===== config.mk =====
export PLATFORM = sky130hd
export DESIGN_NAME = dsram_bridge
export DESIGN_NICKNAME = d
export VERILOG_FILES = /design/src/rtl/dsram_bridge.sv
export SDC_FILE = /design/constraint.sdc
export NUM_CORES = 1
export LEC_CHECK = 0
export CAP_MARGIN = 20
export CORE_MARGIN = 4
export CORE_UTILIZATION = 39
export CTS_CLUSTER_DIAMETER = 40
export DETAILED_ROUTE_END_ITERATION = 16
export GPL_TIMING_DRIVEN = 0
export HOLD_SLACK_MARGIN = 0.06
export PLACE_DENSITY_LB_ADDON = 0.25
export SETUP_SLACK_MARGIN = 0.02
export SYNTH_ARGS = -nofsm -noshare
export SYNTH_HDL_FRONTEND = slang
export SYNTH_SLANG_ARGS = --single-unit

===== constraint.sdc =====
create_clock -name clk -period 2.77 [get_ports clk]
set_clock_uncertainty 0.2 [all_clocks]
set_input_delay 0.6925 -clock clk [delete_from_list [all_inputs] [get_ports clk]]
set_output_delay 0.6925 -clock clk [all_outputs]
set_load 0.01 [all_outputs]

===== src/rtl/dsram_bridge.sv =====
// M-stage load/store bridge to an SRAM-like bus with split addr_ok/data_ok handshakes.
// Optional bus watchdog enabled by defining DSRAM_TIMEOUT_EN.
module dsram_bridge #(
  parameter int unsigned TIMEOUT = 64
) (
  input  logic        clk,
  input  logic        rst,
  input  logic        req_valid,
  input  logic        req_we,
  input  logic [3:0]  req_sel,
  input  logic [31:0] req_addr,
  input  logic [31:0] req_wdata,
  input  logic        m_hold,
  output logic [31:0] rdata,
  output logic        stall,
  output logic        bus_err,
  output logic        data_sram_req,
  output logic        data_sram_wr,
  output logic [1:0]  data_sram_size,
  output logic [31:0] data_sram_addr,
  output logic [31:0] data_sram_wdata,
  input  logic        data_sram_addr_ok,
  input  logic        data_sram_data_ok,
  input  logic [31:0] data_sram_rdata
);

  typedef enum logic [1:0] {StIdle, StReq, StWait, StResp} state_e;

  state_e      state_q, state_d;
  logic        req_q, req_d;
  logic        wr_q, wr_d;
  logic [1:0]  size_q, size_d;
  logic [31:0] addr_q, addr_d;
  logic [31:0] wdata_q, wdata_d;
  logic [31:0] rdata_q, rdata_d;
  logic        access;

  function automatic logic [1:0] sel_to_size(input logic [3:0] sel);
    case (sel)
      4'b0001, 4'b0010, 4'b0100, 4'b1000: sel_to_size = 2'd0;
      4'b0011, 4'b1100:                   sel_to_size = 2'd1;
      default:                            sel_to_size = 2'd2;
    endcase
  endfunction

  // A request with no byte lanes is not a memory access at all.
  assign access = req_valid && (req_sel != 4'b0000);

`ifdef DSRAM_TIMEOUT_EN
  logic [31:0] cnt_q, cnt_d;
  logic        bus_err_q, bus_err_d;
`endif

  always_comb begin
    state_d = state_q;
    req_d   = req_q;
    wr_d    = wr_q;
    size_d  = size_q;
    addr_d  = addr_q;
    wdata_d = wdata_q;
    rdata_d = rdata_q;
`ifdef DSRAM_TIMEOUT_EN
    cnt_d     = cnt_q;
    bus_err_d = bus_err_q;
`endif
    unique case (state_q)
      StIdle: begin
        if (access) begin
          state_d = StReq;
          req_d   = 1'b1;
          wr_d    = req_we;
          size_d  = sel_to_size(req_sel);
          addr_d  = req_addr;
          wdata_d = req_wdata;
`ifdef DSRAM_TIMEOUT_EN
          cnt_d   = '0;
`endif
        end
      end
      StReq: begin
        if (data_sram_addr_ok) begin
          req_d = 1'b0;
          if (data_sram_data_ok) begin
            state_d = StResp;
            rdata_d = wr_q ? rdata_q : data_sram_rdata;
          end else begin
            state_d = StWait;
          end
        end
      end
      StWait: begin
        if (data_sram_data_ok) begin
          state_d = StResp;
          rdata_d = wr_q ? rdata_q : data_sram_rdata;
        end
      end
      StResp: begin
        if (!m_hold) state_d = StIdle;
      end
      default: state_d = StIdle;
    endcase
`ifdef DSRAM_TIMEOUT_EN
    // A real completion in the final allowed cycle wins over the abort.
    if ((state_q == StReq || state_q == StWait) && state_d != StResp) begin
      cnt_d = cnt_q + 32'd1;
      if (cnt_q == TIMEOUT - 1) begin
        state_d   = StResp;
        req_d     = 1'b0;
        rdata_d   = 32'hDEADBEEF;
        bus_err_d = 1'b1;
      end
    end
`endif
  end

  always_ff @(posedge clk or negedge rst) begin
    if (!rst) begin
      state_q <= StIdle;
      req_q   <= 1'b0;
      wr_q    <= 1'b0;
      size_q  <= 2'd0;
      addr_q  <= '0;
      wdata_q <= '0;
      rdata_q <= '0;
    end else begin
      state_q <= state_d;
      req_q   <= req_d;
      wr_q    <= wr_d;
      size_q  <= size_d;
      addr_q  <= addr_d;
      wdata_q <= wdata_d;
      rdata_q <= rdata_d;
    end
  end

`ifdef DSRAM_TIMEOUT_EN
  always_ff @(posedge clk or negedge rst) begin
    if (!rst) begin
      cnt_q     <= '0;
      bus_err_q <= 1'b0;
    end else begin
      cnt_q     <= cnt_d;
      bus_err_q <= bus_err_d;
    end
  end
  assign bus_err = bus_err_q;
`else
  logic unused_timeout;
  assign unused_timeout = ^TIMEOUT;
  assign bus_err        = 1'b0;
`endif

  assign stall           = (state_q == StIdle && access) || state_q == StReq || state_q == StWait;
  assign rdata           = rdata_q;
  assign data_sram_req   = req_q;
  assign data_sram_wr    = wr_q;
  assign data_sram_size  = size_q;
  assign data_sram_addr  = addr_q;
  assign data_sram_wdata = wdata_q;

endmodule


==> results.md <==
Setup path:
- The critical path start-end classification is input port to output port.
- The worst register-to-register path ends at data_sram_addr[26]$_DFFE_PN0P_.
- STA classifies the critical path startpoint as an input port.
- The worst setup path is captured at an output port.
- In this run the worst path has a maximum fanout of 4.
- The launching instance or port of the critical path is req_sel[3].
- The path depth of the worst reg2reg path is 9.
- The startpoint identified for the worst register-to-register timing path is state_q[0]$_DFFE_PN0P_.
- The data arrival time of the critical path is between 1.5 and 2 ns.
- At the worst endpoint, the required time is 1.88 ns.
- The critical path ends at stall.
- The reg2reg setup slack is about 0.37 ns.

Clocking:
- The tree built by TritonCTS fans out to slightly above 100 sinks.
- The maximum buffer depth of the clock tree is 2.
- TritonCTS created 9 clock buffers.
- The tree is rooted in a sky130_fd_sc_hd__clkbuf_8.
- TritonCTS built the clock tree.
- The H-tree generated during clock tree synthesis spans 3 levels.
- Clock latency on the worst-skew pair, taken at its later pin, is 0.35 ns.
- The clock slew seen by the registers of the worst setup and hold paths is around 0.10 ns.

Global route:
- The first-pass GRT wire length is between 15000 and 20000 um.
- The total overflow left after global routing is 0.
- In the global route stage, overall resource usage came out at between 10% and 20%.
- The number of antenna violations at the first check in global routing is 0.
- Entering global routing, the biggest net connects between 50 and 60 pins.
- The number of global-route vias before repair is 3164.

Floorplan:
- The die is 109 um wide.
- The floorplan step defined a die boundary enclosing between 10000 and 15000 um^2.
- The core region is a little under 10000 um^2.
- The count of boundary I/O pins is about 210.
- The initial core utilization is around two fifths.
- The floorplan has 36 rows.
- The vertical extent of the die is 109 um.

Synthesis:
- In this run the biggest area consumer among cell types represents 64.2% of the synthesized area.
- Sequential cells were found to cover 64.2% of the synthesized design area.
- Counting flops and latches in the post-synthesis netlist gives slightly above 100.
- The net count after synthesis is between 300 and 400.
- The Yosys warning count is 0.
- The post-synthesis area per instance is 16.0 um^2.
- The synthesized netlist occupies a cell area of 3970 um^2.
- In the post-synthesis netlist, the biggest area contributors are sky130_fd_sc_hd__dfrtp_1 64%, sky130_fd_sc_hd__mux2_2 26%, sky130_fd_sc_hd__mux2_1 1.7%, sky130_fd_sc_hd__ha_1 1.6%, sky130_fd_sc_hd__buf_2 1.0%.
- In the synthesized netlist, the number of instances is roughly 250.
- The unique cell type count in the Yosys netlist is 27.
- The biggest area consumer among synthesized cells is sky130_fd_sc_hd__dfrtp_1.

Timing:
- The minimum hold slack is between 0.15 and 0.2 ns.
- The part of the cycle the worst path needs is approximately 95%.
- The final-report setup violation count is 0.
- The maximum clock frequency is between 0.3 and 0.4 GHz.
- The tightest slew margin relative to the limit is 52.5%.
- The worst-case setup margin in the final layout is about 0.14 ns.
- The number of pins exceeding their max-slew limit in the final report is 0.
- Setup repair after global routing left no endpoint under its margin.
- The slew of the pin with the lowest slew margin is between 0.7 and 0.8 ns.
- The worst path needs about 2.6 ns of the cycle, external delays included.
- Summed over all failing endpoints, the final setup total negative slack is 0 ns.
- The final count of hold timing violations is 0.

Drt:
- The final wirelength is slightly above 10000 um.
- The count of routing violations after the opening detailed-route iteration is 86.
- The count of nets left with antenna violations once routing finished came out at 0.
- For this run, design rule violations remaining after detail routing come to 0.
- The first TritonRoute pass finished after 4 iterations.
- The number of vias after detailed routing is 2846.
- The via density per instance is roughly 4.7.
- In the final routed layout, each cell accounts on average for roughly 17 um.

Place:
- Port buffering added between 200 and 250 buffers.
- The number of instances in the placed design is 590.
- Timing analysis after detailed placement gives a worst setup slack of -1.03 ns.
- The post-place instance area is ~6200 um^2.
- The wire-length estimate of the detail-placed layout is 8010 um.
- The routability congestion estimate from global placement is between 0.7 and 0.8.

Hold path:
- The min-delay analysis places its worst path in the category input port to async pin.

Flow run:
- The tool flagged a number of max-cap violations equal to 0.

Final layout:
- For this run, the share of the core covered by cells in the final layout is around 65%.
- The library cell used most frequently in the layout, excluding fill and tap cells, is sky130_fd_sc_hd__clkdlybuf4s50_1.
- The count of inserted antenna diode cells is 0.
- In the final layout, the share of cells above drive strength 1 is a little over a quarter.
- In the layout the commonest cells are 200 x sky130_fd_sc_hd__clkdlybuf4s50_1, 102 x sky130_fd_sc_hd__dfrtp_1, 92 x sky130_fd_sc_hd__mux2_2.
- The final design area excluding fillers is 6430 um^2.
- The layout overhead on the synthesized area is 61.9%.
- The number of filler instances in the final layout is 730.
- The final net count is slightly below 600.
- The number of standard cells in the final layout excluding fillers is 610.

Power:
- The overall power is between 7 and 8 mW.
- For this design the ratio of total power to cell area is ~1100 nW/um^2.
- The worst supply voltage drop on vdd is a little over 0.0005 V.
- The leakage power is approximately 2.7 nW.

Outcome:
- The run finished with clean final reports.
-- worst min-delay path by stage --
stage	from	to	slack, ns	cells past startpoint
2_1_floorplan	rst	data_sram_addr[0]$_DFFE_PN0P_	0.20	0
3_3_place_gp	data_sram_wdata[29]$_DFFE_PN0P_	data_sram_wdata[29]$_DFFE_PN0P_	0.27	1
3_5_place_dp	data_sram_wdata[25]$_DFFE_PN0P_	data_sram_wdata[25]$_DFFE_PN0P_	0.28	1
4_1_cts	rst	rdata[4]$_DFFE_PN0P_	0.19	1
5_1_grt	rst	rdata[4]$_DFFE_PN0P_	0.21	1
6_report	rst	rdata[4]$_DFFE_PN0P_	0.17	1
-- logic make-up after synthesis --
logic type / after synthesis / share of synthesized area (%)
AOI/OAI and AO/OA: 9 / 1.42
adders and majority gates: 5 / 1.57
buffers and inverters: 16 / 2.24
DFF: 102 / 64.2
muxes: 99 / 28.0
other: 1 / 0.0944
and+or+nand+nor: 17 / 2.42
-- power breakdown --
group          switching (mW)  total, mW  internal (mW)
clock network           0.494      0.867          0.373
registers               0.375       2.63           2.26
logic                    1.30       3.53           2.24
total                    2.17       7.03           4.87
-- cells in the mapped netlist, drive strengths merged --
| library cell | number |
|---|---|
| nor2 | 5 |
| conb | 1 |
| a21oi | 1 |
| ha | 5 |
| buf | 11 |
| nand4 | 1 |
| nor4 | 1 |
| a31oi | 1 |
| and3 | 1 |
| o221ai | 1 |
| a211oi | 1 |
| o21ai | 3 |
| mux2i | 1 |
| nand3 | 1 |
| nand2 | 5 |
| o22ai | 1 |
| nor3 | 1 |
| or3 | 1 |
| dfrtp | 102 |
| nand2b | 1 |
| inv | 5 |
| mux2 | 98 |
| a22oi | 1 |
-- cell type report --
type	count	area, um^2	share of cell area (%)
Buffer	9	47.5	0.739
Clock buffer	12	155	2.41
Clock inverter	3	18.8	0.292
Inverter	5	18.8	0.292
Multi-Input combinational cell	131	1340	20.8
Sequential cell	102	2550	39.7
Tap cell	133	166	2.59
Timing Repair Buffer	215	2130	33.2
-- what timing repair did --
action                                  4_1_cts  5_1_grt
endpoints found under the setup margin        1        1
setup buffers                                 5        2
pin swaps                                     3        1
gates resized for setup                      20        0
hold buffers                                  0        0
-- critical path, stage by stage --
cell                              delay [ns]
sky130_fd_sc_hd__clkdlybuf4s15_2        0.22
sky130_fd_sc_hd__nor4_4                 0.28
sky130_fd_sc_hd__nor2_4                 0.09
sky130_fd_sc_hd__or3_1                  0.31
sky130_fd_sc_hd__buf_2                  0.15
-- routing by layer --
layer  wire length, um  vias to the layer above  GRT usage (%)
met2              5530                      115           31.3
met1              3560                     1404           18.1
li1                  -                     1318              -
met4                97                        0           4.60
met3              1010                        9           7.87
met5                 0                        -              0
-- registers in the layout, summed over array words and instances (netlist names) --
name             cells
data_sram_addr      32
data_sram_req        1
data_sram_size       2
data_sram_wdata     32
data_sram_wr         1
rdata               32
state_q              2
(Power assumes the default switching activity.)
==> RTL change 1, RTL diff (same flow settings) <==
The 4 states of `state_e` get a one-hot encoding in 4 bits.
--- a/src/rtl/dsram_bridge.sv
+++ b/src/rtl/dsram_bridge.sv
@@ -24,7 +24,7 @@
   input  logic [31:0] data_sram_rdata
 );
 
-  typedef enum logic [1:0] {StIdle, StReq, StWait, StResp} state_e;
+  typedef enum logic [3:0] {StIdle = 4'b0001, StReq = 4'b0010, StWait = 4'b0100, StResp = 4'b1000} state_e;
 
   state_e      state_q, state_d;
   logic        req_q, req_d;
Function: no difference found for any inputs over 10 cycles, from zero or initial values and one cycle with rst low; not proved beyond that.
==> RTL change 1 against the original RTL <==
- sequential cell count up 2
- worst setup slack worse by 0.070 ns
- power up 0.67%
- synthesized area up 2.2%
- routed wire length up 0.12%
- design area up 1.6%
- maximum frequency down 2.6%
- largest power group unchanged
==> RTL change 1: results (changes against the original RTL) <==
metric,value,unit,change
grt_pass1_wl,15490,microns,"was 15,660 microns"
place.detailed.instances,592,,was 590
netlist_instances,251,,was 249
synth_common_cells,"103 x dfrtp_1, 88 x mux2_2, 6 x mux2_4",,"was 102 x dfrtp_1, 92 x mux2_2, 8 x buf_2"
slowest_delay,0.50,ns,was 0.31 ns
post-place-ws,-1.001,ns,was -1.025 ns
power_leakage,2.807,nW,was 2.697 nW
via_per_inst,4.744,,was 4.666
synth-main-ff-cell,dfrtp_1,,unchanged
ys_top_cells_by_area,"dfrtp_1 63%, mux2_2 24%, mux2_4 2.2%",,"was dfrtp_1 64%, mux2_2 26%, mux2_1 1.7%"
nNetsFinal,579,,was 585
hpwl,7787,microns,was 8011 microns
clk_path_buf_depth,2,,unchanged
ys_async_sr_fraction,1.000,,unchanged
clk_latency,0.35,ns,about the same
cp_top_family,simple AND/OR/NAND/NOR gates,,unchanged
numCtsBuffers,9,,unchanged
peakVddDrop,0.0005176,V,was 0.0005155 V
arrival,1.81,ns,was 1.74 ns
io_buffers,207,,unchanged
routabilityCongestion,0.7617,,was 0.7708
gr-usage-all-layers,0.1688,,was 0.1730
yosysWarnings,0,,unchanged
yosys.area.top_type_share,0.6344,,was 0.6423
cts_root_buffer,clkbuf_8,,unchanged
cts_max_level,3,,unchanged
n_fill_cell,793,,was 730
maxSlewHeadroom,0.4534,,was 0.5250
ys_seq_area_frac,0.6409,,was 0.6423
drt-initial-drc-count,82,,was 86
wl_per_cell,16.76,microns,was 16.71 microns
status,"complete, no violations",,unchanged
grt_pass1_vias,3126,,"was 3,164"
cp_max_fo,4,,unchanged
final_cells,609,,was 610
grt_max_degree,65,,was 57
drt_pass1_iterations,3,,was 4
cts.clk_slew.worst_paths,0.09,ns,
layout-drive-gt1-share,0.2836,,was 0.2746
synth_fp_nets,358,,was 361
diodes,0,,unchanged
cp_slowest_cell,or4_4,,was or3_1
antenna_found_initial,0,,unchanged
min-delay-path-class,input pin to async pin,,unchanged
ys_types,37,,was 27
-- RTL change 1: cell count changes in the layout (fill, tap and decap cells not counted), moves of 3 or more --
cell     delta
mux2_1      -3
mux2_4      +6
buf_2       -5
ha_1        -5
nand2_1     -3
mux2_2      -4
-- RTL change 1: final cells by class --
cell class | count | area share
timing repair buffer | 211 | 0.3217
clock inverter | 4 | 0.008421
sequential | 104 | 0.3983
clock buffer | 11 | 0.02163
tap | 133 | 0.02545
multi-input combinational | 132 | 0.2107
buffer | 10 | 0.01148
inverter | 4 | 0.002297
-- RTL change 1: cell families after synthesis --
kind of cell	count (synthesis)	synth area share
DFF	104	0.6409
muxes	97	0.2744
and+or+nand+nor	21	0.03665
buffers and inverters	15	0.02279
AOI/OAI and AO/OA	13	0.02433
other	1	0.0009230
-- RTL change 1: report_power, final --
part	total [mW]	leakage [nW]	switching [mW]	internal, mW
logic	3.49	1.45	1.24	2.24
registers	2.67	1.26	0.388	2.28
clock network	0.929	0.0956	0.487	0.441
-- RTL change 1: path summary, 6_finish.rpt --
check | start | depth (start not counted) | end | slack [ns]
setup / recovery | req_sel[0] | 6 | stall | 0.07
hold / removal | rst | 1 | rdata[25]$_DFFE_PN0P_ | 0.21
setup reg to reg | state_q[1]$_DFFE_PN0P_ | 4 | rdata[18]$_DFFE_PN0P_ | 0.73
hold reg to reg | rdata[30]$_DFFE_PN0P_ | 1 | rdata[30]$_DFFE_PN0P_ | 0.30
max in group asynchronous | rst | 2 | state_q[0]$_DFFE_PN1P_ | 1.40
min in group clk | rdata[30]$_DFFE_PN0P_ | 1 | rdata[30]$_DFFE_PN0P_ | 0.30
-- RTL change 1: layer usage --
| metal | GRT usage | part of all wire | vias to the layer above | routed length (microns) |
|---|---|---|---|---|
| met3 | 0.06989 | 0.081 | 16 | 826 |
| met1 | 0.1779 | 0.36 | 1446 | 3650 |
| met4 | 0.05076 | 0.022 | 0 | 225 |
| li1 | - | - | 1325 | - |
| met2 | 0.3059 | 0.54 | 102 | 5504 |
| met5 | 0 | 0 | - | 0 |
-- RTL change 1: stage by stage --
step / TNS, ns / utilization / cell area (sq um) / hold slack [ns]
final: 0 / 0.6567 / 6538 / 0.2147
after global placement: -323.80 / 0.6330 / 6301 / 0.2682
after floorplan: 0 / - / 4063 / 0.1969
after global routing: 0 / 0.6567 / 6538 / 0.2494
after CTS: 0 / 0.6564 / 6534 / 0.2322
after detailed placement: -6.869 / 0.6347 / 6319 / 0.2748
-- RTL change 1: what timing repair did --
item,in CTS,in global routing
setup buffers,2,1
pin swaps,1,1
gates resized for setup,18,2
cloned,0,0
setup endpoints to repair,1,1
==> RTL change 2, RTL diff (same settings) <==
Without the edit above. The option `DSRAM_TIMEOUT_EN` is turned on by a define.
--- a/src/rtl/dsram_bridge.sv
+++ b/src/rtl/dsram_bridge.sv
@@ -1,5 +1,7 @@
 // M-stage load/store bridge to an SRAM-like bus with split addr_ok/data_ok handshakes.
 // Optional bus watchdog enabled by defining DSRAM_TIMEOUT_EN.
+`define DSRAM_TIMEOUT_EN
+
 module dsram_bridge #(
   parameter int unsigned TIMEOUT = 64
 ) (
Behaviour: same outputs for any inputs over 4 cycles, from zero or initial values and one cycle with rst low; that may be too few to reach the edited logic, so the function may still have changed.
==> RTL change 2 against the original RTL <==
- worst setup slack lost 0.071 ns
- first-iteration DRC count grew to 3.5 times the old value
- design area grew 44%
- power grew 41%
- sequential share of layout area shrank 3.3 points
- routed wire length grew 77%
- sequential power grew 17%
- synthesized area grew 53%
- sequential cell count grew 33
- global-route usage grew 3.2 points
- critical path type unchanged
- largest power group unchanged
==> RTL change 2: results (changes against the original RTL) <==
metric,value,unit,change
hpwl,12890,microns,was 8011 microns
wl_per_cell,16.15,microns,was 16.71 microns
cp_max_fo,3,,was 4
synth_common_cells,"258 x nand2_1, 135 x dfrtp_1, 26 x clkbuf_1",,"was 102 x dfrtp_1, 92 x mux2_2, 8 x buf_2"
io_buffers,208,,was 207
netlist_instances,659,,was 249
numCtsBuffers,17,,was 9
drt-initial-drc-count,298,,was 86
ys_top_cells_by_area,"dfrtp_1 55%, nand2_1 16%, a22oi_1 3.0%",,"was dfrtp_1 64%, mux2_2 26%, mux2_1 1.7%"
grt_pass1_vias,5566,,"was 3,164"
p_int,6.399,mW,was 4.866 mW
power_leakage,4.357,nW,was 2.697 nW
grt_max_degree,92,,was 57
final_cells,1119,,was 610
clk_latency,0.42,ns,was 0.35 ns
worst_pin_slew,0.6039,ns,was 0.7125 ns
ys_seq_area_frac,0.5545,,was 0.6423
post-place-ws,-1.571,ns,was -1.025 ns
ys_types,52,,was 27
vias,5597,,"was 2,846"
status,"complete, no violations",,unchanged
layout-drive-gt1-share,0.08480,,was 0.2746
cts_root_buffer,clkbuf_16,,was clkbuf_8
grt_pass1_wl,28880,microns,"was 15,660 microns"
cts_max_level,4,,was 3
reg2reg_to,rdata[24]$_DFF_PN0_,,was data_sram_addr[26]$_DFFE_PN0P_
r2r-start,state_q[0]$_DFF_PN0_,,was state_q[0]$_DFFE_PN0P_
RTL change 2: cell families after synthesis:
group,Yosys count,synth area share
compound gates,118,0.1341
simple gates,348,0.2497
mux,2,0.003286
fa+ha+maj,6,0.01232
xor+xnor,5,0.007190
flops,135,0.5545
buf+inv,45,0.03881
RTL change 2: layout make-up:
class,count,area (sq um)
Clock inverter,12,198.9
Sequential cell,135,3381
Timing Repair Buffer,217,2161
Multi-Input combinational cell,479,2571
Inverter,6,22.52
Clock buffer,20,446.7
Fill cell,1324,5972
Buffer,39,241.5
Tap cell,211,264.0
RTL change 2: metal layers:
layer | routed length, microns | GRT usage
met1 | 7468 | 0.2561
met2 | 8377 | 0.3149
met3 | 1983 | 0.1019
met4 | 245 | 0.05889
met5 | 0 | 0
RTL change 2: power groups by stage:
stage / combinational [mW] / clock (mW) / sequential, mW
after CTS: 4.26 / 2.53 / 3.08
after global routing: 4.74 / 2.62 / 3.18
final: 4.34 / 2.49 / 3.08
after detailed placement: 4.13 / 0 / 3.10
after global placement: 4.08 / 0 / 3.09
after floorplan: 1.64 / 0 / 3.39
RTL change 2: how the worst max path moves through the flow:
stage                               from                     to  slack (ns)
floorplan                     req_sel[1]                  stall        0.09
global placement                     rst    rdata[25]$_DFF_PN0_       -4.85
detailed placement            req_sel[0]                  stall       -1.57
CTS                           req_sel[3]                  stall       0.003
global route        state_q[0]$_DFF_PN0_  cnt_q[24]$_DFFE_PN0P_       0.004
finish                        req_sel[3]                  stall        0.07
RTL change 2: worst max-delay path, stage by stage:
cell	delay [ns]
dlygate4sd2_1	0.29
o41ai_4	0.33
inv_2	0.09
nand2_4	0.10
clkbuf_16	0.12
nand2_1	0.05
buf_6	0.12
RTL change 2: per-stage QoR:
stage	setup TNS (ns)	instance area (sq um)
global placement	-730.96	8439
finish	0	9286
detailed placement	-79.93	8468
global route	0	9286
floorplan	0	6093
CTS	0	9234
RTL change 2: what timing repair did:
action / 4_1_cts / 5_1_grt
cloned: 0 / 0
pin swaps: 2 / 4
setup endpoints to repair: 133 / 60
buffers inserted: 4 / 3
hold buffers: 1 / 0
endpoints found under the hold margin: 44 / 0
gates resized for setup: 28 / 15
